--- src/rtl/restoring_divider.sv ---
// Multi-cycle unsigned restoring divider: one quotient bit per cycle, MSB first.
// Latency n+1 edges from accepted start to done (1 edge when divisor is zero); start is ignored while not IDLE.
module restoring_divider #(
  parameter int n = 32
) (
  input  logic         clk,
  input  logic         rst,
  input  logic         start,
  input  logic [n-1:0] dividend,
  input  logic [n-1:0] divisor,
  output logic         busy,
  output logic         done,
  output logic [n-1:0] quotient,
  output logic [n-1:0] remainder,
  output logic         div_by_zero
);

  localparam int CW = $clog2(n) + 1;

  typedef enum logic [1:0] {
    IDLE = 2'd0,
    RUN  = 2'd1,
    DONE = 2'd2
  } state_t;

  state_t        state_q, state_d;
  logic [CW-1:0] cnt_q, cnt_d;
  logic [n-1:0]  quo_q, quo_d;
  logic [n-1:0]  dvs_q, dvs_d;
  logic [n-1:0]  rem_q, rem_d;
  logic          dbz_q, dbz_d;

  logic [n:0]    r_sh;
  logic [n:0]    trial;
  logic          carry;
  logic          take;

  // quo_q doubles as the dividend shift register: dividend bits leave at the
  // top while quotient bits enter at the bottom.
  always_comb begin
    r_sh           = {rem_q, quo_q[n-1]};
    {carry, trial} = {1'b0, r_sh} + {1'b0, ~{1'b0, dvs_q}} + {{(n+1){1'b0}}, 1'b1};
    // A carry implies trial < divisor, so trial[n] is always clear when taken.
    take           = carry & ~trial[n];
  end

  always_comb begin
    state_d = state_q;
    cnt_d   = cnt_q;
    quo_d   = quo_q;
    dvs_d   = dvs_q;
    rem_d   = rem_q;
    dbz_d   = dbz_q;
    unique case (state_q)
      IDLE: begin
        if (start) begin
          dvs_d = divisor;
          cnt_d = '0;
          dbz_d = 1'b0;
          if (divisor == '0) begin
            quo_d   = '1;
            rem_d   = dividend;
            dbz_d   = 1'b1;
            state_d = DONE;
          end else begin
            quo_d   = dividend;
            rem_d   = '0;
            state_d = RUN;
          end
        end
      end
      RUN: begin
        rem_d = take ? trial[n-1:0] : r_sh[n-1:0];
        quo_d = {quo_q[n-2:0], take};
        cnt_d = cnt_q + 1'b1;
        if (cnt_q == CW'(n - 1)) begin
          state_d = DONE;
        end
      end
      DONE: begin
        state_d = IDLE;
      end
      default: begin
        state_d = IDLE;
      end
    endcase
  end

  always_ff @(posedge clk or posedge rst) begin
    if (rst) begin
      state_q <= IDLE;
      cnt_q   <= '0;
      quo_q   <= '0;
      dvs_q   <= '0;
      rem_q   <= '0;
      dbz_q   <= 1'b0;
    end else begin
      state_q <= state_d;
      cnt_q   <= cnt_d;
      quo_q   <= quo_d;
      dvs_q   <= dvs_d;
      rem_q   <= rem_d;
      dbz_q   <= dbz_d;
    end
  end

  assign busy        = (state_q == RUN);
  assign done        = (state_q == DONE);
  assign quotient    = quo_q;
  assign remainder   = rem_q;
  assign div_by_zero = dbz_q;

endmodule

--- config.mk ---
export PLATFORM = sky130hd
export DESIGN_NAME = restoring_divider
export DESIGN_NICKNAME = d
export VERILOG_FILES = /design/src/rtl/restoring_divider.sv
export SDC_FILE = /design/constraint.sdc
export NUM_CORES = 1
export LEC_CHECK = 0
export CAP_MARGIN = 5
export CORE_MARGIN = 2
export CORE_UTILIZATION = 25
export DETAILED_ROUTE_END_ITERATION = 10
export GPL_ROUTABILITY_DRIVEN = 0
export PLACE_DENSITY = 0.5
export SLEW_MARGIN = 40
export SYNTH_ARGS = -nofsm -noshare
export SYNTH_HDL_FRONTEND = slang
export SYNTH_SLANG_ARGS = --single-unit
--- constraint.sdc ---
create_clock -name clk -period 10.21 [get_ports clk]
set_clock_uncertainty 0.15 [all_clocks]
set_input_delay 1.5315 -clock clk [delete_from_list [all_inputs] [get_ports clk]]
set_output_delay 1.5315 -clock clk [all_outputs]
set_load 0.05 [all_outputs]
-- Word-level counts from Yosys, hierarchy flattened
Cells that the tools add are included.
- register bits: 105
- output and inout bits: 67
- add/sub/neg operators: 3
- equality and inequality tests: 5
- muxes and demuxes: 14
- bitwise operators: 3
- reduce and logical (&&, ||, !) cells: 6
- operators by type and width (operator ; count):
    2-to-1 mux 32 bit ; 5
    one-hot mux 32 bit (2 select lines) ; 2
    adder 33 x 33 -> 34 bit ; 1
    adder 34 x 1 -> 34 bit, second input constant ; 1
    inverter 32 -> 33 bit ; 1
    zero test 32 bit ; 1
    one-hot mux 6 bit (2 select lines) ; 1
    adder 6 x 1 -> 6 bit, second input constant ; 1
    equality test 6 x 5 -> 1 bit, second input constant ; 1
    2-to-1 mux 2 bit ; 3
    2-to-1 mux 6 bit ; 1
    AND reduction 2 bit ; 3
    one-hot mux 2 bit (2 select lines) ; 1
    equality test 2 x 1 -> 1 bit, second input constant ; 1
    equality test 2 bit, second input constant ; 1
    zero test 2 bit ; 1
    inequality test 2 x 1 -> 1 bit, second input constant ; 1
    inequality test 2 bit, second input constant ; 1
    nonzero test 2 bit ; 1
    AND 1 bit ; 1
    2-to-1 mux 1 bit ; 1
    inverter 1 bit ; 1

-- Longest topological paths before layout
Gate-level depths: netlist (run 1).
- depth in word-level cells: 7
- gate-level depth with buffers: 13
- gate-level depth less buffers: 12

-- Least setup slack after synthesis (run 1)
Ideal clock, no wire load.
- path type: register to register
- start point: register quo_q[31] (netlist: quotient[31])
- end point: register rem_q[26] (netlist: remainder[26])
- library setup time: 129 ps
- arrival: 2999 ps
- data required time: 9931 ps
- path slack: 6932 ps
- stages on the path, launching flop included: 14
- cell sequence: dfrtp_1 inv_1 ha_1 inv_1 fa_1 a211oi_1 o211ai_1 nand3_1 a21oi_1 o21ai_2 nand3_4 buf_12 a221oi_1 a21oi_1
- cells in the longest elaborated chain, start to end: 6
- RTL lines (item ; line ; RTL):
    start: declaration ; 28 ; logic [n-1:0] quo_q, quo_d;
    start signal: assignment ; 100 ; quo_q <= quo_d;
    adder 33 x 33 -> 34 bit * ; 42 ; {carry, trial} = {1'b0, r_sh} + {1'b0, ~{1'b0, dvs_q}} + {{(n+1){1'b0}}, 1'b1};
    adder 34 x 1 -> 34 bit * ; 42 ;
    inverter 1 bit ; 44 ; take = carry & ~trial[n];
    AND 1 bit ; 44 ;
    2-to-1 mux 32 bit * ; 73 ; rem_d = take ? trial[n-1:0] : r_sh[n-1:0];
    one-hot mux 32 bit (2 select lines) * ; 54 ; unique case (state_q)
    end signal: assignment ; 102 ; rem_q <= rem_d;
    end: declaration ; 30 ; logic [n-1:0] rem_q, rem_d;
Every way passes the cells marked *; elsewhere a longest branch is shown, timed or not.
A chain may end at the register's enable or synchronous reset.

-- Worst setup path in the final report (run 1)
- start point: register quo_q[31] (netlist: quotient[31])
- end point: register rem_q[1] (netlist: remainder[1])
The elaborated chain is that of the path after synthesis.

==> metrics.csv, run 1 <==
stage,metric,value,unit
drt,post_drt_wl_per_cell,18.4,µm
layout,fill_cells,3053,
placed_design,io_buffer_count,133,
grt,grt_pass1_vias,6706,
die,initial_core_util,0.252,
layout,mostFrequentLayoutCell,nand2_1,
cts,clkTransAtPathRegs,90,ps
synthesis,mappedNetlistArea,0.00718,mm²
timing,rsz0062_at_grt,no,
cts,numCtsBuffers,9,
synthesis,ys_ff_latch,105,
timing,fin_crit_sh,0.392,
cts,cts_max_level,3,
synthesis,synth-edff-count,0,
synthesis,synthArstFlopShare,1.00,
timing,slew_violations,0,
layout,multi_input_comb_area,0.00418,mm²
timing,finalCriticalPeriod,4010,ps
grt,grt_max_degree,83,
cts,clockBufferDepth,2,
setup_path,worstSetupPathType,flip-flop to flip-flop,
drt,ant_nets,0,
die,rows,62,
drt,post-route-drc-count,0,
synthesis,syn_avg_cell_area,7.94,µm²
cts,cts_hold_buf,0,
synthesis,yosysSeqAreaShare,0.366,
grt,grt_pass1_wl,39800,µm
synthesis,yosysWarnings,0,
status,status,completed,
timing,max_freq,250,MHz
synthesis,synth_ff_type,dfrtp_1,
layout,area_delta_synth_final,27.7,%
cts,tritoncts,built,
die,die_h,173,µm
synthesis,synthCells,904,
setup_path,critical_path.endpoint_type,flip-flop,
run,drv_cap,0,
placed_design,hpwl,19000,µm
drt,firstDrtPassIters,5,
die,ios,134,
layout,nets,1104,
drt,drt-vias-per-instance,5.00,
setup_path,setup.worst_path.start_class,flip-flop,
timing,final_hold_viol_count,0,
die,core-area,0.0285,mm²
drt,finalWirelength,25600,µm
grt,antenna_found_initial,0,
drt,drt_iter0_drc,504,
die,die_w,173,µm
cts,cts.sinks,105,
layout,drive_above_1_share,0.0427,
timing,setup_viol,0,
grt,grt_use_total,0.170,
cts,cts_root_buf,clkbuf_16,
layout,final_cell_mix,"178 x nand2_1, 133 x clkdlybuf4s50_1, 105 x dfrtp_1, 80 x o21ai_0, 73 x a21oi_1",
cts,clk_latency,370,ps
setup_path,required,10300,ps
layout,antenna_cells,0,
drt,vias,6958,
worst_hold_path,hold_class,flip-flop to flip-flop,
synthesis,synth.net_count,1005,
die,dieArea,0.0301,mm²
layout,register_area,0.00263,mm²
setup_path,worstPathMaxFanout,13,
cts,post_cts_buffers,0,
grt,grt_overflow,0,
synthesis,ys_types,65,
setup_path,cp.arrival,4090,ps
cts,ctsResizeCount,0,
timing,tns,0,ps
timing,worst_pin_slew,813,ps
timing,maxSlewHeadroom,0.458,
[worst paths after layout]
check | slack [ps] | cells past startpoint | from | endpoint
setup / recovery | 6200 | 13 | quotient[31] | remainder[1]
hold / removal | 350 | 2 | dvs_q[0] | dvs_q[0]
setup reg to reg | 6200 | 13 | quotient[31] | remainder[1]
hold reg to reg | 350 | 2 | dvs_q[0] | dvs_q[0]
max in group asynchronous | 7470 | 3 | rst | remainder[7]
min in group asynchronous | 1380 | 2 | rst | dvs_q[25]
[Yosys cell counts, types with 3 or more instances]
library cell | instances | share of area
inv_1 | 41 | 0.021
nand3b_1 | 4 | 0.0042
mux2i_1 | 24 | 0.033
ha_1 | 33 | 0.058
and4_1 | 5 | 0.0061
nand2_1 | 178 | 0.093
o22ai_1 | 3 | 0.0026
o21ai_1 | 12 | 0.0084
o22a_1 | 9 | 0.011
and2_1 | 8 | 0.0070
nand2b_1 | 6 | 0.0052
nor3_1 | 20 | 0.014
a211oi_1 | 4 | 0.0042
o31ai_1 | 16 | 0.017
and3_1 | 14 | 0.012
xnor2_1 | 15 | 0.018
nand4_1 | 12 | 0.010
buf_2 | 6 | 0.0042
nand3_1 | 27 | 0.019
clkbuf_1 | 43 | 0.022
a21o_1 | 9 | 0.0094
a31oi_1 | 8 | 0.0070
nor4_1 | 11 | 0.0096
o21ai_0 | 80 | 0.056
or3_1 | 5 | 0.0044
xor2_1 | 10 | 0.012
nor2b_1 | 3 | 0.0026
a21oi_1 | 73 | 0.051
o211ai_1 | 11 | 0.012
nor2_1 | 54 | 0.028
dfrtp_1 | 105 | 0.37
o21a_1 | 4 | 0.0042
o21bai_1 | 5 | 0.0052
a21boi_0 | 3 | 0.0031
[worst max-delay path, cell delays in order (launching register included)]
cell and delay [ps]:
dfrtp_1 420, inv_1 90, ha_1 170, inv_1 50, fa_1 410, a211oi_1 500
o211ai_1 250, nand3_1 210, a21oi_1 170, o21a_1 250, nor3_4 480, buf_4 360
mux2i_1 280, o21ai_1 80
[kinds of logic (layout without fill, tap and decap cells)]
family,count (synthesis),after routing,share of synthesized area
multiplexers,24,24,0.0335
adder cells (fa/ha/maj),34,34,0.0603
AO/OA/AOI/OAI,265,265,0.228
buffers and inverters,97,201,0.0558
AND/OR/NAND/NOR,354,354,0.225
XOR/XNOR,25,25,0.0305
flip-flops,105,105,0.366
[per-layer routing]
layer | vias to the layer above | GRT usage | wire [µm]
li1 | 3407 | - | -
met1 | 3339 | 0.254 | 12900
met2 | 201 | 0.257 | 11100
met3 | 11 | 0.0314 | 1460
met4 | 0 | 0.0265 | 171
met5 | - | 0 | 0
[layout make-up]
type                            instances  area share
Clock buffer                            9      0.0246
Clock inverter                          7     0.00888
Inverter                               42      0.0175
Multi-Input combinational cell        702       0.456
Sequential cell                       105       0.287
Tap cell                              384      0.0524
Timing Repair Buffer                  143       0.154
[flip-flops by register name (all words and copies together), names as in the netlist]
register and count:
dvs_q 32, quotient 32, remainder 32, cnt_q 6, state_q 2, div_by_zero 1
[through the flow]
stage,hold WS [ps],area (µm²),setup WS [ps],instances,utilization
final,353,9160,6200,1392,0.322
after global routing,399,9160,5890,1392,0.322
after CTS,363,9160,6220,1392,0.322
after detailed placement,339,8850,6140,1376,0.311
after global placement,331,8850,6110,1376,0.311
after floorplan,290,7180,5770,904,-
Power of run 1 is left out: the tool's default activity adds up to more than one toggle a clock period on the data nets, which glitch-free logic cannot reach.
==> run 2, diff against run 1 <==
--- a/config.mk
+++ b/config.mk
@@ -10,7 +10,7 @@
 export CORE_UTILIZATION = 25
 export DETAILED_ROUTE_END_ITERATION = 10
 export GPL_ROUTABILITY_DRIVEN = 0
-export PLACE_DENSITY = 0.5
+export PLACE_DENSITY = 0.52
 export SLEW_MARGIN = 40
 export SYNTH_ARGS = -nofsm -noshare
 export SYNTH_HDL_FRONTEND = slang
==> constraint.sdc (replaced) <==
create_clock -name clk -period 3.68 [get_ports clk]
set_clock_uncertainty 0.15 [all_clocks]
set_input_delay 0.552 -clock clk [delete_from_list [all_inputs] [get_ports clk]]
set_output_delay 0.552 -clock clk [all_outputs]
set_load 0.05 [all_outputs]
==> run 2 against run 1 <==
Global-route usage increased by 0.29 points. Register-to-register slack got worse by 6000 ps. Non-clock buffer count increased by 14. Critical path depth decreased by 3. Cell count increased by 1.0%. Fmax increased by 14%. First-iteration DRC count increased by 20%. Cell area increased by 1.6%. Die area unchanged. Critical endpoint is now remainder[23]. Largest cell class unchanged. Highest routed layer unchanged.
==> metrics.csv, run 2 (synthesized netlist as in run 1, its figures left out) <==
stage,metric,value,unit
placed_design,dp_slack,277,ps
setup_path,cpMaxStageDelayCell,dfrtp_1,
placed_design,placed_cells_incl_taps,1390,
layout,nets,1118,
timing,slew_violations,0,
layout,drive_above_1_share,0.0577,
die,initial_core_util,0.252,
cts,tritoncts,built,
grt,antenna_found_initial,0,
timing,fin_ws,176,ps
cts,post_cts_buffers,0,
drt,post_drt_wl_per_cell,18.6,µm
die,die_h,173,µm
layout,final_cell_mix,"178 x nand2_1, 132 x clkdlybuf4s50_1, 105 x dfrtp_1, 80 x o21ai_0, 73 x a21oi_1",
setup_path,cp.arrival,3600,ps
setup_path,critical_path.endpoint_type,flip-flop,
timing,worst_pin_slew,662,ps
drt,drt_iter0_drc,605,
run,drv_cap,0,
setup_path,required,3770,ps
placed_design,hpwl,20000,µm
drt,ant_nets,0,
timing,fin_crit_sh,0.952,
cts,ctsResizeCount,0,
cts,clockBufferDepth,2,
die,ios,134,
setup_path,worstSetupPathType,flip-flop to flip-flop,
die,dieArea,0.0301,mm²
drt,vias,7059,
timing,tns,0,ps
drt,post-route-drc-count,0,
setup_path,cp_cell_sequence,"ha_1, a21o_1, or3_1, o21ai_1, o211ai_1, a31oi_1, nor3_4, buf_4, a311oi_1, a21oi_1",
die,core-area,0.0285,mm²
cts,cts.sinks,105,
layout,antenna_cells,0,
drt,finalWirelength,26200,µm
grt,grt_pass1_vias,6799,
timing,rsz0062_at_grt,no,
setup_path,crit_buf_inv,1,
layout,instances_no_fill,1406,
status,status,completed,
cts,clkTransAtPathRegs,80,ps
cts,cts_root_buf,clkbuf_16,
setup_path,critPathTopFamily,compound AO/OA/AOI/OAI gates,
grt,grt_use_total,0.172,
drt,drt-vias-per-instance,5.02,
timing,maxSlewHeadroom,0.554,
timing,max_freq,285,MHz
grt,grt_overflow,0,
worst_hold_path,hold_class,flip-flop to flip-flop,
grt,grt_pass1_wl,40400,µm
layout,final_core_util,0.327,
die,die_w,173,µm
timing,final_hold_viol_count,0,
layout,area_delta_synth_final,29.7,%
layout,mostFrequentLayoutCell,nand2_1,
cts,cts_max_level,3,
cts,cts_hold_buf,0,
placed_design,io_buffer_count,133,
grt,grt_max_degree,57,
cts,numCtsBuffers,9,
timing,setup_viol,0,
timing,finalCriticalPeriod,3500,ps
setup_path,worstPathMaxFanout,10,
setup_path,cpPeakStageDelay,450,ps
cts,clk_latency,380,ps
drt,firstDrtPassIters,5,
die,rows,62,
setup_path,setup.worst_path.start_class,flip-flop,
==> run 2: worst paths after layout <==
kind / from / end / slack [ps] / cells past startpoint
max: remainder[3] / remainder[23] / 180 / 10
min: dvs_q[0] / dvs_q[0] / 350 / 2
max reg2reg: remainder[3] / remainder[23] / 180 / 10
min reg2reg: dvs_q[0] / dvs_q[0] / 350 / 2
max in group asynchronous: rst / div_by_zero / 2180 / 3
min in group asynchronous: rst / dvs_q[30] / 470 / 2
==> run 2: cell type report <==
type	count	area [µm²]
clock buffers	9	225
clock inverters	7	86.3
fillers	3008	19200
inverters	42	160
multi-input cells	702	4180
flip-flops and latches	105	2630
well taps	384	480
repair buffers	157	1550
==> run 2: per-layer routing <==
| layer | track usage | wire length [µm] | share of wire |
|---|---|---|---|
| met2 | 0.262 | 11500 | 0.44 |
| met1 | 0.253 | 12600 | 0.48 |
| met4 | 0.0325 | 288 | 0.011 |
| met5 | 0 | 0 | 0 |
| met3 | 0.0373 | 1760 | 0.067 |
==> run 2: stage by stage <==
stage | instance area, µm² | hold WS (ps)
global placement | 8990 | 329
detailed placement | 8990 | 330
CTS | 9310 | 353
global route | 9310 | 394
finish | 9310 | 352
floorplan | 7180 | 290
==> run 2: tightest hold or removal path, cell delays in order, from the launching register on <==
cell and delay [ps]:
dfrtp_1 360, nand2_1 50, nand2_1 60
Power of run 2 is left out for the same reason.
==> run 3, diff against run 2 <==
--- a/config.mk
+++ b/config.mk
@@ -5,12 +5,13 @@
 export SDC_FILE = /design/constraint.sdc
 export NUM_CORES = 1
 export LEC_CHECK = 0
+export ABC_AREA = 1
 export CAP_MARGIN = 5
-export CORE_MARGIN = 2
-export CORE_UTILIZATION = 25
+export CORE_MARGIN = 1
+export CORE_UTILIZATION = 40
 export DETAILED_ROUTE_END_ITERATION = 10
 export GPL_ROUTABILITY_DRIVEN = 0
-export PLACE_DENSITY = 0.52
+export PLACE_DENSITY = 0.71
 export SLEW_MARGIN = 40
 export SYNTH_ARGS = -nofsm -noshare
 export SYNTH_HDL_FRONTEND = slang
==> run 3 against run 2 <==
Fmax is 12% higher. Sequential cell count stayed put. Critical path depth is 8 higher. Non-clock buffer count is 9 lower. Wire length is 9.8% lower. Register-to-register slack better by 390 ps. First-iteration DRC count is 13% higher. Cell area is 4.5% higher. Synthesized cell count is 31% higher. Sequential share of layout area is 1.2 points lower.
==> metrics.csv, run 3 <==
stage,metric,value,unit
status,status,completed,
layout,area_delta_synth_final,23.5,%
synthesis,yosysMostFrequentCell,nand2_1,
drt,vias,8072,
synthesis,synthCells,1183,
setup_path,rrSetupSlack,560,ps
grt,antenna_found_initial,0,
cts,ctsResizeCount,0,
drt,finalWirelength,23600,µm
synthesis,synth.net_count,1284,
worst_hold_path,hold_class,flip-flop to flip-flop,
cts,cts_max_level,3,
die,initial_core_util,0.414,
setup_path,r2r-end,remainder[14],
setup_path,worstSetupPathType,flip-flop to flip-flop,
setup_path,worstPathMaxFanout,33,
grt,grt_pass1_wl,38200,µm
layout,final_cell_mix,"306 x nand2_1, 200 x inv_1, 133 x clkdlybuf4s50_1, 105 x dfrtp_1, 104 x o21ai_0",
setup_path,reg2reg_from,quotient[31],
cts,numCtsBuffers,9,
timing,slew_violations,0,
setup_path,cp-startpoint,quotient[31],
setup_path,setup.worst_path.start_class,flip-flop,
cts,clk_latency,360,ps
cts,tritoncts,built,
synthesis,ys_ff_latch,105,
synthesis,synth_top_area_cell,dfrtp_1,
die,die_w,142,µm
timing,max_freq,321,MHz
setup_path,ff2ff_path_depth,18,
grt,grt_use_total,0.240,
synthesis,ys_types,43,
cts,clockBufferDepth,2,
synthesis,synth_ff_type,dfrtp_1,
synthesis,synthArstFlopShare,1.00,
drt,post-route-drc-count,0,
placed_design,io_buffer_count,133,
timing,final_hold_viol_count,0,
die,dieArea,0.0202,mm²
die,die_h,142,µm
setup_path,critical_path.endpoint_type,flip-flop,
layout,nets,1399,
synthesis,mappedNetlistArea,0.00787,mm²
synthesis,synthTopCellsByArea,"dfrtp_1 33%, nand2_1 15%, inv_1 9.7%",
grt,grt_overflow,0,
synthesis,yosysSeqAreaShare,0.334,
grt,grt_max_degree,47,
timing,finalCriticalPeriod,3120,ps
timing,setup_viol,0,
cts,cts_hold_buf,0,
timing,maxSlewHeadroom,0.587,
synthesis,syn_avg_cell_area,6.65,µm²
cts,clkTransAtPathRegs,80,ps
timing,rsz0062_at_grt,no,
synthesis,synth_commonest_cells,"306 x nand2_1, 203 x inv_1, 105 x dfrtp_1",
synthesis,yosysWarnings,0,
setup_path,setup.worst_path.end,remainder[14],
die,rows,50,
timing,tns,0,ps
drt,drt-vias-per-instance,5.16,
synthesis,synth-edff-count,0,
placed_design,hpwl,18200,µm
cts,post_cts_buffers,0,
drt,drt_iter0_drc,681,
grt,grt_pass1_vias,7504,
setup_path,cp.arrival,3220,ps
layout,mostFrequentLayoutCell,nand2_1,
die,core-area,0.0190,mm²
layout,antenna_cells,0,
drt,ant_nets,0,
drt,firstDrtPassIters,7,
synthesis,yosys.area.top_type_share,0.334,
drt,post_drt_wl_per_cell,15.1,µm
layout,drive_above_1_share,0.0629,
cts,cts.sinks,105,
setup_path,required,3780,ps
timing,worst_pin_slew,618,ps
run,drv_cap,0,
die,ios,134,
timing,fin_crit_sh,0.847,
cts,cts_root_buf,clkbuf_16,
-- run 3: changes by cell type after synthesis, sizes merged, moves of 11 or more --
cell | previous run | this run
and3 | 14 | 0
nand3 | 28 | 92
inv | 42 | 205
nor3 | 21 | 6
mux2i | 24 | 0
a22oi | 2 | 13
nand2 | 178 | 316
a21oi | 73 | 97
o31ai | 17 | 0
nor2 | 54 | 104
clkbuf | 44 | 28
-- run 3: stage by stage --
step	cell area, µm²	hold WS, ps	std cells	worst slack, ps	utilization
floorplan	7870	303	1183	217	-
global route	9720	362	1563	344	0.511
CTS	9720	344	1563	592	0.511
detailed placement	9440	325	1547	344	0.496
global placement	9440	319	1547	342	0.496
finish	9720	340	1563	562	0.511
-- run 3: logic make-up (layout without fill, tap and decap cells) --
logic type | count (synthesis) | after routing | synth area share
flip-flops | 105 | 105 | 0.334
AO/OA/AOI/OAI | 234 | 234 | 0.171
adder cells (fa/ha/maj) | 34 | 34 | 0.0550
buffers and inverters | 249 | 369 | 0.127
AND/OR/NAND/NOR | 555 | 555 | 0.307
XOR/XNOR | 6 | 6 | 0.00668
-- run 3: routing by layer --
| metal | global-route usage | wire length, µm | share of wire |
|---|---|---|---|
| met4 | 0.0702 | 488 | 0.021 |
| met5 | 0 | 0 | 0 |
| met1 | 0.338 | 11000 | 0.47 |
| met3 | 0.0437 | 1640 | 0.069 |
| met2 | 0.372 | 10500 | 0.44 |
-- run 3: final cells by class --
| class | instances | area (µm²) |
|---|---|---|
| clock buffers | 11 | 243 |
| clock inverters | 5 | 45.0 |
| fillers | 1955 | 9300 |
| inverters | 205 | 772 |
| multi-input cells | 829 | 4250 |
| flip-flops and latches | 105 | 2630 |
| well taps | 260 | 325 |
| repair buffers | 148 | 1460 |
-- run 3: critical path, cell delays in order (launching register included) --
cell and delay (ps):
dfrtp_1 380, inv_1 130, ha_1 160, inv_1 70, fa_1 410, nand2_1 90
nand2_1 90, nand3_1 110, nand2_2 120, nand2_1 100, nand2_2 60, nand2_2 120
nand2_2 80, nand2_4 120, nand3_4 350, nand2_1 250, nor2_1 60, nor2_1 100
nor2_1 40
-- run 3: worst min path at each step --
stage | slack [ps] | cells past startpoint | endpoint | start
6_report | 340 | 2 | dvs_q[24] | dvs_q[24]
4_1_cts | 340 | 2 | dvs_q[2] | dvs_q[2]
2_1_floorplan | 300 | 2 | dvs_q[0] | dvs_q[0]
5_1_grt | 360 | 2 | dvs_q[10] | dvs_q[10]
3_3_place_gp | 320 | 2 | dvs_q[3] | dvs_q[3]
3_5_place_dp | 320 | 2 | dvs_q[25] | dvs_q[25]
Power of run 3 is left out for the same reason.
